--- src/rtl/keypad_matrix_scan_pkg.sv ---
// Shared keypad scan definitions: column drive patterns, debounce states, frame results.
package keypad_matrix_scan_pkg;

    localparam int unsigned NUM_COLS = 4;
    localparam int unsigned NUM_ROWS = 4;
    localparam int unsigned COL_W    = 2;
    localparam int unsigned CODE_W   = 4;
    localparam int unsigned CNT_W    = 4;
    localparam int unsigned DWELL_W  = 8;

    // Walking-zero column patterns, identical to the digit scanner's anode drive
    localparam logic [NUM_COLS-1:0] COL0_PAT = 4'b1110;
    localparam logic [NUM_COLS-1:0] COL1_PAT = 4'b1101;
    localparam logic [NUM_COLS-1:0] COL2_PAT = 4'b1011;
    localparam logic [NUM_COLS-1:0] COL3_PAT = 4'b0111;

    typedef enum logic [1:0] {
        ST_IDLE    = 2'd0,
        ST_CONFIRM = 2'd1,
        ST_PRESSED = 2'd2,
        ST_RELEASE = 2'd3
    } state_e;

    typedef enum logic [1:0] {
        RES_NONE   = 2'd0,
        RES_SINGLE = 2'd1,
        RES_MULTI  = 2'd2
    } frame_res_e;

    typedef struct packed {
        frame_res_e          kind;
        logic [CODE_W-1:0]   code;
    } frame_result_t;

    // Column index to active-low one-hot drive pattern
    function automatic logic [NUM_COLS-1:0] col_drive(input logic [COL_W-1:0] col);
        logic [NUM_COLS-1:0] pat;
        case (col)
            2'd0:    pat = COL0_PAT;
            2'd1:    pat = COL1_PAT;
            2'd2:    pat = COL2_PAT;
            default: pat = COL3_PAT;
        endcase
        return pat;
    endfunction

endpackage

--- src/rtl/keypad_matrix_scan_if.sv ---
// Keypad matrix pins and debounced key event outputs.
interface keypad_matrix_scan_if;
    import keypad_matrix_scan_pkg::*;

    logic [NUM_ROWS-1:0] row_in;
    logic [NUM_COLS-1:0] col_out;
    logic [CODE_W-1:0]   key_code;
    logic                key_valid;
    logic                key_press;
    logic                key_release;
    logic                multi_key;

    modport master (
        input  row_in,
        output col_out,
        output key_code,
        output key_valid,
        output key_press,
        output key_release,
        output multi_key
    );

    modport slave (
        output row_in,
        input  col_out,
        input  key_code,
        input  key_valid,
        input  key_press,
        input  key_release,
        input  multi_key
    );

endinterface

--- src/rtl/keypad_matrix_scan_sync_2ff.sv ---
// Two-flop synchronizer for asynchronous row lines; resets to idle (all ones).
module sync_2ff #(
    parameter int unsigned WIDTH = 4
) (
    input  logic             clk,
    input  logic             rst_n,
    input  logic [WIDTH-1:0] d_i,
    output logic [WIDTH-1:0] q_o
);

    logic [WIDTH-1:0] meta_q;
    logic [WIDTH-1:0] sync_q;

    // Metastability chain
    always_ff @(posedge clk or negedge rst_n) begin
        if (!rst_n) begin
            meta_q <= '1;
            sync_q <= '1;
        end else begin
            meta_q <= d_i;
            sync_q <= meta_q;
        end
    end

    assign q_o = sync_q;

endmodule

--- src/rtl/keypad_matrix_scan.sv ---
// 4x4 keypad scanner: walking-zero column drive, per-frame key decode, frame debounce FSM.
module keypad_matrix_scan
    import keypad_matrix_scan_pkg::*;
#(
    parameter int unsigned DWELL           = 4,
    parameter int unsigned DEBOUNCE_FRAMES = 3
) (
    input  logic                 base_scan_clock,
    input  logic                 RESETn,
    keypad_matrix_scan_if.master kp
);

    logic [NUM_ROWS-1:0] row_sync;

    logic [DWELL_W-1:0]  dwell_q, dwell_d;
    logic [COL_W-1:0]    col_q, col_d;
    logic [NUM_COLS-1:0] col_out_q, col_out_d;
    logic [1:0]          acc_cnt_q, acc_cnt_d;
    logic [CODE_W-1:0]   acc_code_q, acc_code_d;

    state_e              state_q, state_d;
    logic [CODE_W-1:0]   cand_q, cand_d;
    logic [CNT_W-1:0]    cnt_q, cnt_d;
    logic [CODE_W-1:0]   key_code_q, key_code_d;
    logic                key_valid_q, key_valid_d;
    logic                key_press_q, key_press_d;
    logic                key_release_q, key_release_d;
    logic                multi_key_q, multi_key_d;

    logic                sample_c;
    logic                eval_c;
    logic [1:0]          hits_c;
    logic [CODE_W-1:0]   hit_code_c;
    logic [2:0]          sum_c;
    logic [1:0]          tot_cnt_c;
    logic [CODE_W-1:0]   tot_code_c;
    frame_result_t       res_c;
    logic [CNT_W-1:0]    cnt_inc_c;
    logic                cnt_done_c;

    sync_2ff #(.WIDTH(NUM_ROWS)) u_sync (
        .clk   (base_scan_clock),
        .rst_n (RESETn),
        .d_i   (kp.row_in),
        .q_o   (row_sync)
    );

    // Sample on the last dwell cycle of a column; the frame closes on column 3
    assign sample_c = (dwell_q == DWELL_W'(DWELL - 1));
    assign eval_c   = sample_c && (col_q == COL_W'(NUM_COLS - 1));

    // Dwell counter and column stepping
    always_comb begin
        dwell_d   = dwell_q + DWELL_W'(1);
        col_d     = col_q;
        if (sample_c) begin
            dwell_d = '0;
            col_d   = col_q + COL_W'(1);
        end
        col_out_d = col_drive(col_d);
    end

    // Decode the current column's rows and fold them into the frame totals
    always_comb begin
        hits_c     = 2'd0;
        hit_code_c = '0;
        for (int r = 0; r < int'(NUM_ROWS); r++) begin
            if (!row_sync[r]) begin
                if (hits_c != 2'd2) hits_c = hits_c + 2'd1;
                hit_code_c = {2'(r), col_q};
            end
        end
        sum_c      = {1'b0, acc_cnt_q} + {1'b0, hits_c};
        tot_cnt_c  = (sum_c >= 3'd2) ? 2'd2 : sum_c[1:0];
        tot_code_c = (hits_c != 2'd0) ? hit_code_c : acc_code_q;
        res_c.code = tot_code_c;
        case (tot_cnt_c)
            2'd0:    res_c.kind = RES_NONE;
            2'd1:    res_c.kind = RES_SINGLE;
            default: res_c.kind = RES_MULTI;
        endcase
        acc_cnt_d  = acc_cnt_q;
        acc_code_d = acc_code_q;
        if (eval_c) begin
            acc_cnt_d  = 2'd0;
            acc_code_d = '0;
        end else if (sample_c) begin
            acc_cnt_d  = tot_cnt_c;
            acc_code_d = tot_code_c;
        end
    end

    assign cnt_inc_c  = cnt_q + CNT_W'(1);
    assign cnt_done_c = (cnt_inc_c == CNT_W'(DEBOUNCE_FRAMES));

    // Debounce FSM, stepped once per frame result
    always_comb begin
        state_d       = state_q;
        cand_d        = cand_q;
        cnt_d         = cnt_q;
        key_code_d    = key_code_q;
        key_valid_d   = key_valid_q;
        key_press_d   = 1'b0;
        key_release_d = 1'b0;
        multi_key_d   = 1'b0;
        if (eval_c) begin
            multi_key_d = (res_c.kind == RES_MULTI);
            case (state_q)
                ST_IDLE: begin
                    if (res_c.kind == RES_SINGLE) begin
                        cand_d = res_c.code;
                        cnt_d  = CNT_W'(1);
                        if (DEBOUNCE_FRAMES == 1) begin
                            state_d     = ST_PRESSED;
                            key_code_d  = res_c.code;
                            key_valid_d = 1'b1;
                            key_press_d = 1'b1;
                        end else begin
                            state_d = ST_CONFIRM;
                        end
                    end
                end
                ST_CONFIRM: begin
                    if (res_c.kind == RES_SINGLE && res_c.code == cand_q) begin
                        cnt_d = cnt_inc_c;
                        if (cnt_done_c) begin
                            state_d     = ST_PRESSED;
                            key_code_d  = cand_q;
                            key_valid_d = 1'b1;
                            key_press_d = 1'b1;
                        end
                    end else if (res_c.kind == RES_SINGLE) begin
                        cand_d = res_c.code;
                        cnt_d  = CNT_W'(1);
                    end else begin
                        state_d = ST_IDLE;
                        cnt_d   = '0;
                    end
                end
                ST_PRESSED: begin
                    if (res_c.kind == RES_NONE ||
                        (res_c.kind == RES_SINGLE && res_c.code != key_code_q)) begin
                        cnt_d = CNT_W'(1);
                        if (DEBOUNCE_FRAMES == 1) begin
                            state_d       = ST_IDLE;
                            key_valid_d   = 1'b0;
                            key_release_d = 1'b1;
                        end else begin
                            state_d = ST_RELEASE;
                        end
                    end
                end
                default: begin
                    if (res_c.kind == RES_SINGLE && res_c.code == key_code_q) begin
                        state_d = ST_PRESSED;
                    end else if (res_c.kind != RES_MULTI) begin
                        cnt_d = cnt_inc_c;
                        if (cnt_done_c) begin
                            state_d       = ST_IDLE;
                            key_valid_d   = 1'b0;
                            key_release_d = 1'b1;
                        end
                    end
                end
            endcase
        end
    end

    // State and output registers
    always_ff @(posedge base_scan_clock or negedge RESETn) begin
        if (!RESETn) begin
            dwell_q       <= '0;
            col_q         <= '0;
            col_out_q     <= COL0_PAT;
            acc_cnt_q     <= '0;
            acc_code_q    <= '0;
            state_q       <= ST_IDLE;
            cand_q        <= '0;
            cnt_q         <= '0;
            key_code_q    <= '0;
            key_valid_q   <= 1'b0;
            key_press_q   <= 1'b0;
            key_release_q <= 1'b0;
            multi_key_q   <= 1'b0;
        end else begin
            dwell_q       <= dwell_d;
            col_q         <= col_d;
            col_out_q     <= col_out_d;
            acc_cnt_q     <= acc_cnt_d;
            acc_code_q    <= acc_code_d;
            state_q       <= state_d;
            cand_q        <= cand_d;
            cnt_q         <= cnt_d;
            key_code_q    <= key_code_d;
            key_valid_q   <= key_valid_d;
            key_press_q   <= key_press_d;
            key_release_q <= key_release_d;
            multi_key_q   <= multi_key_d;
        end
    end

    assign kp.col_out     = col_out_q;
    assign kp.key_code    = key_code_q;
    assign kp.key_valid   = key_valid_q;
    assign kp.key_press   = key_press_q;
    assign kp.key_release = key_release_q;
    assign kp.multi_key   = multi_key_q;

endmodule
--- src/flat_wrapper.sv ---
// flat-port wrapper written by rule: the top's interface ports become plain ports
module keypad_matrix_scan_flat import keypad_matrix_scan_pkg::*;
#(
    parameter int unsigned DWELL           = 4,
    parameter int unsigned DEBOUNCE_FRAMES = 3
)
  (base_scan_clock, RESETn, kp_row_in, kp_col_out, kp_key_code, kp_key_valid, kp_key_press, kp_key_release, kp_multi_key);
  keypad_matrix_scan_if kp_i ();
  input  logic base_scan_clock;
  input  logic RESETn;
  input wire logic [$bits(kp_i.row_in)-1:0] kp_row_in;
  output wire logic [$bits(kp_i.col_out)-1:0] kp_col_out;
  output wire logic [$bits(kp_i.key_code)-1:0] kp_key_code;
  output wire logic [$bits(kp_i.key_valid)-1:0] kp_key_valid;
  output wire logic [$bits(kp_i.key_press)-1:0] kp_key_press;
  output wire logic [$bits(kp_i.key_release)-1:0] kp_key_release;
  output wire logic [$bits(kp_i.multi_key)-1:0] kp_multi_key;
  assign kp_i.row_in = kp_row_in;
  assign kp_col_out = kp_i.col_out;
  assign kp_key_code = kp_i.key_code;
  assign kp_key_valid = kp_i.key_valid;
  assign kp_key_press = kp_i.key_press;
  assign kp_key_release = kp_i.key_release;
  assign kp_multi_key = kp_i.multi_key;
  keypad_matrix_scan #(.DWELL(DWELL), .DEBOUNCE_FRAMES(DEBOUNCE_FRAMES)) u_core (.base_scan_clock(base_scan_clock), .RESETn(RESETn), .kp(kp_i));
endmodule
--- config.mk ---
export PLATFORM = sky130hd
export DESIGN_NAME = keypad_matrix_scan_flat
export DESIGN_NICKNAME = d
export VERILOG_FILES = /design/src/rtl/keypad_matrix_scan_pkg.sv /design/src/rtl/keypad_matrix_scan_if.sv /design/src/rtl/keypad_matrix_scan_sync_2ff.sv /design/src/rtl/keypad_matrix_scan.sv /design/src/flat_wrapper.sv
export SDC_FILE = /design/constraint.sdc
export NUM_CORES = 1
export LEC_CHECK = 0
export CORE_MARGIN = 3
export CORE_UTILIZATION = 50
export DETAILED_ROUTE_END_ITERATION = 12
export GPL_TIMING_DRIVEN = 0
export MAX_ROUTING_LAYER = met4
export PLACE_DENSITY = 0.75
export SYNTH_ARGS = -nofsm -noshare
export SYNTH_HDL_FRONTEND = slang
export SYNTH_SLANG_ARGS = --single-unit
--- constraint.sdc ---
create_clock -name base_scan_clock -period 6.77 [get_ports base_scan_clock]
set_clock_uncertainty 0.05 [all_clocks]
set_input_delay 1.354 -clock base_scan_clock [delete_from_list [all_inputs] [get_ports base_scan_clock]]
set_output_delay 1.354 -clock base_scan_clock [all_outputs]
set_load 0.005 [all_outputs]
Word level (Yosys, flattened, before mapping). Index checks and enable logic that the tools add are counted.

Bits in registers: 46. Bits of input ports: 6. Output and inout bits: 12. Word-level logic and storage cells: 127.

$add $sub $neg: 7. $lt $le $gt $ge: 1. Eq/ne operators: 25. Mux-type cells: 55. Bitwise operators: 1. Reduce and logical (&&, ||, !) cells: 23.

Operator list (number): $mux 4 (12); $mux 2 (19); $pmux 4 s3 (2); $mux 1 (16); $ne 2x2->1 const B (5); $reduce_bool 5->1 (2); $add 8x1->8 const B (1); $eq 2x1->1 const B (4); $eq 2x2->1 const B (4); $eq 4x4->1 (2); $eq 8x2->1 const B (1); $logic_not 2->1 (4); $mux 8 (1); $pmux 4 s2 (1); $reduce_bool 2->1 (4); $reduce_and 7->1 (1); $add 2x1->2 const B (3); $ne 2x1->1 const B (3); $pmux 2 s3 (1); $reduce_and 6->1 (1); $reduce_and 5->1 (1); $add 4x1->4 const B (1); $eq 4x2->1 const B (1); $logic_and 1x1->1 (4); 18 further kinds (18).

Longest topological paths before layout.
Depth after elaboration: 20. Mapped depth: 16. Mapped depth without buffers: 15.

By module. Synthesis repeated with hierarchy kept, for this count alone.

Cell total of the unflattened synthesis: 227. Area, all modules: 2433.6 µm².

Modules (own cells, without submodules): keypad_matrix_scan (instances 1, cells an instance 219, area an instance 2223.4 µm², seq. area each 954.7 µm²); sync_2ff (instances 1, cells an instance 8, area an instance 210.2 µm², seq. area each 210.2 µm²).

Worst setup path before layout. Ideal clock, no wire load.

Kind: reg-to-reg. Start: register u_core.u_sync.sync_q[1], in the netlist u_core.u_sync.q_o[1]. End: register u_core.cnt_q[2]. Library setup time: 0.104 ns. Arrival: 3.427 ns. Data required time: 6.616 ns. Path slack: 3.190 ns. Stages on the path, launching flop included: 17. Path buffers: 1. Period minus slack after synthesis: 3.580 ns. Cells stage by stage: dfstp_2 -> inv_1 -> ha_1 -> mux2i_1 -> ha_1 -> nor2_1 -> a21oi_1 -> ha_1 -> inv_1 -> fa_1 -> and2_1 -> clkbuf_1 -> and3_1 -> o211ai_1 -> o31ai_1 -> nand3_1 -> o311ai_1.

Word-level cells in the longest chain between the ends: 17. Elaborated cells between the ends (all ways): 37. Classes of those cells: add/sub (3); order compare (1); eq/ne (11); mux (13); reduce/logical (9).

RTL lines: start: declaration (RTL line keypad_matrix_scan_sync_2ff.sv:12) `logic [WIDTH-1:0] sync_q;`; start signal: assignment (RTL line keypad_matrix_scan_sync_2ff.sv:21) `sync_q <= meta_q;`; $mux 2 (RTL line keypad_matrix_scan.sv:68) `if (!row_sync[r]) begin`; $add 2x1->2 / $ne 2x2->1 (equally long branches) (RTL line keypad_matrix_scan.sv:69) `if (hits_c != 2'd2) hits_c = hits_c + 2'd1;`; $mux 2 (RTL line keypad_matrix_scan.sv:69); $mux 2 (RTL line keypad_matrix_scan.sv:68); $add 2x1->2 / $ne 2x2->1 (equally long branches) (RTL line keypad_matrix_scan.sv:69); $mux 2 (RTL line keypad_matrix_scan.sv:69); $mux 2 (RTL line keypad_matrix_scan.sv:68); $add 2x2->3 (RTL line keypad_matrix_scan.sv:73) `sum_c = {1'b0, acc_cnt_q} + {1'b0, hits_c};`; $ge 3x2->1 (RTL line keypad_matrix_scan.sv:74) `tot_cnt_c = (sum_c >= 3'd2) ? 2'd2 : sum_c[1:0];`; $mux 2 (RTL line keypad_matrix_scan.sv:74); $eq 2x1->1 / $logic_not 2->1 (equally long branches) (RTL line keypad_matrix_scan.sv:77) `case (tot_cnt_c)`; $pmux 2 s2 (RTL line keypad_matrix_scan.sv:77); $eq 2x1->1; $logic_and 1x1->1 (RTL line keypad_matrix_scan.sv:142) `(res_c.kind == RES_SINGLE && res_c.code != key_code_q)) begin`; $logic_or 1x1->1 (RTL line keypad_matrix_scan.sv:141) `if (res_c.kind == RES_NONE ||`; $ne 2x1->1 (no source line); $reduce_and 5->1 (no source line); end signal: assignment (RTL line keypad_matrix_scan.sv:193) `cnt_q <= cnt_d;`; end: declaration (RTL line keypad_matrix_scan.sv:23) `logic [CNT_W-1:0] cnt_q, cnt_d;`.

Parallel ways exist; a longest one is shown, timed or not. A chain may end at the register's enable or synchronous reset.

Final worst setup path. Ends and elaborated chain as after synthesis.

==> flow_metrics.env <==
export IMPL_finalHoldViolCount=0
export IMPL_worstHoldEndpoint="u_core.u_sync.q_o[0]"
export IMPL_die_w_um=77.0
export IMPL_fillers=393
export IMPL_regToRegSetupSlack_ns=2.62
export IMPL_grt_pass1_wl_um=8120
export IMPL_dpl_hpwl_um=3430
export IMPL_grt_busiest_layer="met2"
export IMPL_rr_startpoint="u_core.u_sync.q_o[1]"
export IMPL_p_per_area_nw_per_um2=207
export IMPL_setup_violations=0
export IMPL_cp_data_required_time_ns=6.92
export IMPL_place_congestion=0.909
export IMPL_yosysSeqAreaShare_pct=46.2
export IMPL_clockBufferDepth=2
export IMPL_area_delta_synth_final_pct=14.7
export IMPL_numPortBuffers=17
export IMPL_vias=1787
export IMPL_synth_top_family_by_area="simple AND/OR/NAND/NOR gates"
export IMPL_worst_pin_slew_ns=0.656
export IMPL_vdd_drop_max_v=0.000153
export IMPL_synth_net_count=253
export IMPL_path_class="flop to flop"
export IMPL_dp_cells=322
export IMPL_htreeDepth=2
export IMPL_cts_buffers=5
export IMPL_drv_cap=0
export IMPL_grt_pass1_vias=1780
export IMPL_grt_max_degree=25
export IMPL_vias_per_cell=5.42
export IMPL_maxSlewViolCount=0
export IMPL_hp_class="flop to flop"
export IMPL_ios=18
export IMPL_worstSkewPairLatency_ns=0.29
export IMPL_cts_root_buffer="clkbuf_8"
export IMPL_synth_area_sq_um=2520
export IMPL_synthCells=237
export IMPL_initial_core_util_pct=52.7
export IMPL_critPathLaunchType="flop"
export IMPL_num_antenna_cells=0
export IMPL_hold_depth=0
export IMPL_post_cts_resized=0
export IMPL_drtAntennaViolNets=0
export IMPL_synthDistinctLibCells=61
export IMPL_track_usage_pct=17.4
export IMPL_grt_use_met3_pct=3.40
export IMPL_crit_top_cell="ha_1"
export IMPL_yosys_area_share_xor_xnor_pct=4.81
export IMPL_crit_buf_inv=3
export IMPL_synthArstFlopShare_pct=100
export IMPL_slowest_stage="dfstp_2"
export IMPL_min_from="u_core.u_sync.meta_q[0]"
export IMPL_fin_crit_ns=4.15
export IMPL_drive_gt1_share_pct=14.8
export IMPL_ys_top_cells_by_area="dfrtp_1, dfstp_2, ha_1"
export IMPL_synth_simple_gate_area_share_pct=18.6
export IMPL_drc_errors=0
export IMPL_routed_wl_um=4550
export IMPL_tritoncts="yes"
export IMPL_synth_edf_count=0
export IMPL_globalRoute_totalOverflow=0
export IMPL_synthFlopType="dfrtp_1"
export IMPL_critical_path_max_stage_delay_ns=0.58
export IMPL_final_cells=330
export IMPL_die_y_um=77.0
export IMPL_dr_first_iter_drc_count=124
export IMPL_rows=25
export IMPL_crit_fanout=9
export IMPL_worst_r2r_path_depth=16
export IMPL_met2_usage_pct=27.4
export IMPL_yosys_warnings=0
export IMPL_p_leak_uw=0.00125
export IMPL_worstPathArrival_ns=4.30
export IMPL_clkTransAtPathRegs_ns=0.08
export IMPL_critical_path_cell_chain="inv_1 -> ha_1 -> mux2i_1 -> ha_1 -> nor2_1 -> a21oi_1 -> ha_1 -> inv_1 -> fa_1 -> and2_1 -> clkbuf_1 -> and3_1 -> o211ai_1 -> o31ai_1 -> nand3_1 -> o311ai_1"
export IMPL_clock_sinks=46
export IMPL_synthAdderAreaFrac_pct=5.26
export IMPL_fin_tns_setup_ns=0
export IMPL_cp_top_family="adder cells"
export IMPL_relSlewSlack_pct=55.5
export IMPL_antenna_found_initial=0
export IMPL_status="finished clean"
export IMPL_fin_crit_sh_pct=61.3
export IMPL_cts_hold_buffers=0
export IMPL_post_drt_wl_per_cell_um=13.8
export IMPL_syn_avg_cell_area_sq_um=10.6
export IMPL_synth_seq_cells=46
export IMPL_endpoint_kind="flop"
export IMPL_fmax_mhz=241
export IMPL_rsz0062_at_grt="no"
export IMPL_die_area_sq_um=5940
export IMPL_synthMuxAreaShare_pct=5.16
export IMPL_synth_compound_area_share_pct=16.1
export IMPL_fin_nets=278
export IMPL_first_pass_iters=5
export IMPL_core_region_area_sq_um=4790
export IMPL_reg2reg_to="u_core.cnt_q[2]"
export IMPL_post_synth_top_area_fraction_pct=34.7
export IMPL_grtUsageMet1_pct=22.6
export IMPL_yosys_area_top_type="dfrtp_1"
export IMPL_post_cts_buffers=0
## final cells by class
class | instances | area [sq um] | share of cell area, %
repair buffers | 18 | 193 | 6.66
clock buffers | 7 | 86.3 | 2.98
flip-flops and latches | 46 | 1160 | 40.2
multi-input cells | 169 | 1260 | 43.5
well taps | 67 | 83.8 | 2.90
inverters | 16 | 60.1 | 2.07
clock inverters | 1 | 8.76 | 0.303
plain buffers | 6 | 38.8 | 1.34
## cell usage after synthesis (2+ instances only)
master,count
nand2_1,19
o211ai_1,2
clkbuf_1,2
o21ai_0,10
and3_1,6
nor3_1,7
dfstp_2,11
a221oi_4,2
o21ai_1,2
or3b_1,2
a31oi_1,2
buf_4,2
a21o_1,2
mux2_1,6
nand3_1,10
and2_1,6
a211oi_1,2
nor2_1,14
inv_1,15
xnor2_1,11
nor2b_1,5
nor4_2,2
ha_1,9
o311ai_1,2
a22o_1,4
mux2i_1,4
a21oi_1,7
or4_1,2
dfrtp_1,35
o31ai_1,2
nand2b_1,2
## flip-flops by register name, summed over array words and instances (netlist names)
signal / flops
u_core.kp.multi_key: 1
u_core.kp.key_release: 1
u_core.u_sync.q_o: 4
u_core.kp.key_valid: 1
u_core.dwell_q: 8
u_core.cnt_q: 4
u_core.kp.key_code: 4
u_core.kp.col_out: 4
u_core.acc_cnt_q: 2
u_core.kp.key_press: 1
u_core.state_q: 2
u_core.cand_q: 4
u_core.col_q: 2
u_core.acc_code_q: 4
u_core.u_sync.meta_q: 4
## layer usage
metal,vias up,part of all wire (%)
met5,-,0
li1,898,-
met3,7,3.6
met2,36,46
met1,846,49
met4,0,1.3
## cells in the final DEF (no fill, tap or decap), drive strengths merged, types with 7 or more instances in the layout
cell / Yosys / final
o21ai: 12 / 12
a21oi: 7 / 7
nand3: 10 / 10
dfstp: 11 / 11
clkdlybuf4s50: 0 / 16
nor2: 14 / 14
ha: 9 / 9
dfrtp: 35 / 35
nand2: 19 / 19
and2: 7 / 7
inv: 16 / 17
clkbuf: 2 / 9
xnor2: 12 / 12
nor3: 7 / 7
## worst max-delay path by stage
stage | from | end | cells after the start
4_1_cts | u_core.u_sync.q_o[1] | u_core.cnt_q[2] | 16
3_5_place_dp | u_core.u_sync.q_o[1] | u_core.cnt_q[2] | 16
5_1_grt | u_core.u_sync.q_o[1] | u_core.cnt_q[2] | 16
6_report | u_core.u_sync.q_o[1] | u_core.cnt_q[2] | 16
2_1_floorplan | u_core.u_sync.q_o[1] | u_core.cnt_q[2] | 16
3_3_place_gp | u_core.u_sync.q_o[1] | u_core.cnt_q[2] | 16
## metrics by stage
step                total power, uW  hold slack [ns]  cell area (sq um)  utilization (%)  worst slack, ns
floorplan                       400            0.295               2520                -             3.19
finish                          600            0.308               2900             60.5             2.62
CTS                             606            0.309               2900             60.5             2.64
detailed placement              429            0.297               2800             58.5             2.66
global route                    633            0.311               2900             60.5             2.28
global placement                425            0.295               2780             58.0             2.70
## power by group
part	leakage (uW)	switching, uW	internal [uW]	total (uW)
registers	0.000592	17.9	295	312
clock network	0.0000489	91.2	84.4	176
logic	0.000610	63.7	47.9	112
## cell families (layout without fill, tap and decap cells)
kind of cell | count (synthesis) | count (layout)
compound gates | 51 | 51
xor+xnor | 13 | 13
fa+ha+maj | 10 | 10
buf+inv | 22 | 48
flops | 46 | 46
mux | 11 | 11
simple gates | 84 | 84
No activity file was read; power rests on OpenSTA's default activity.
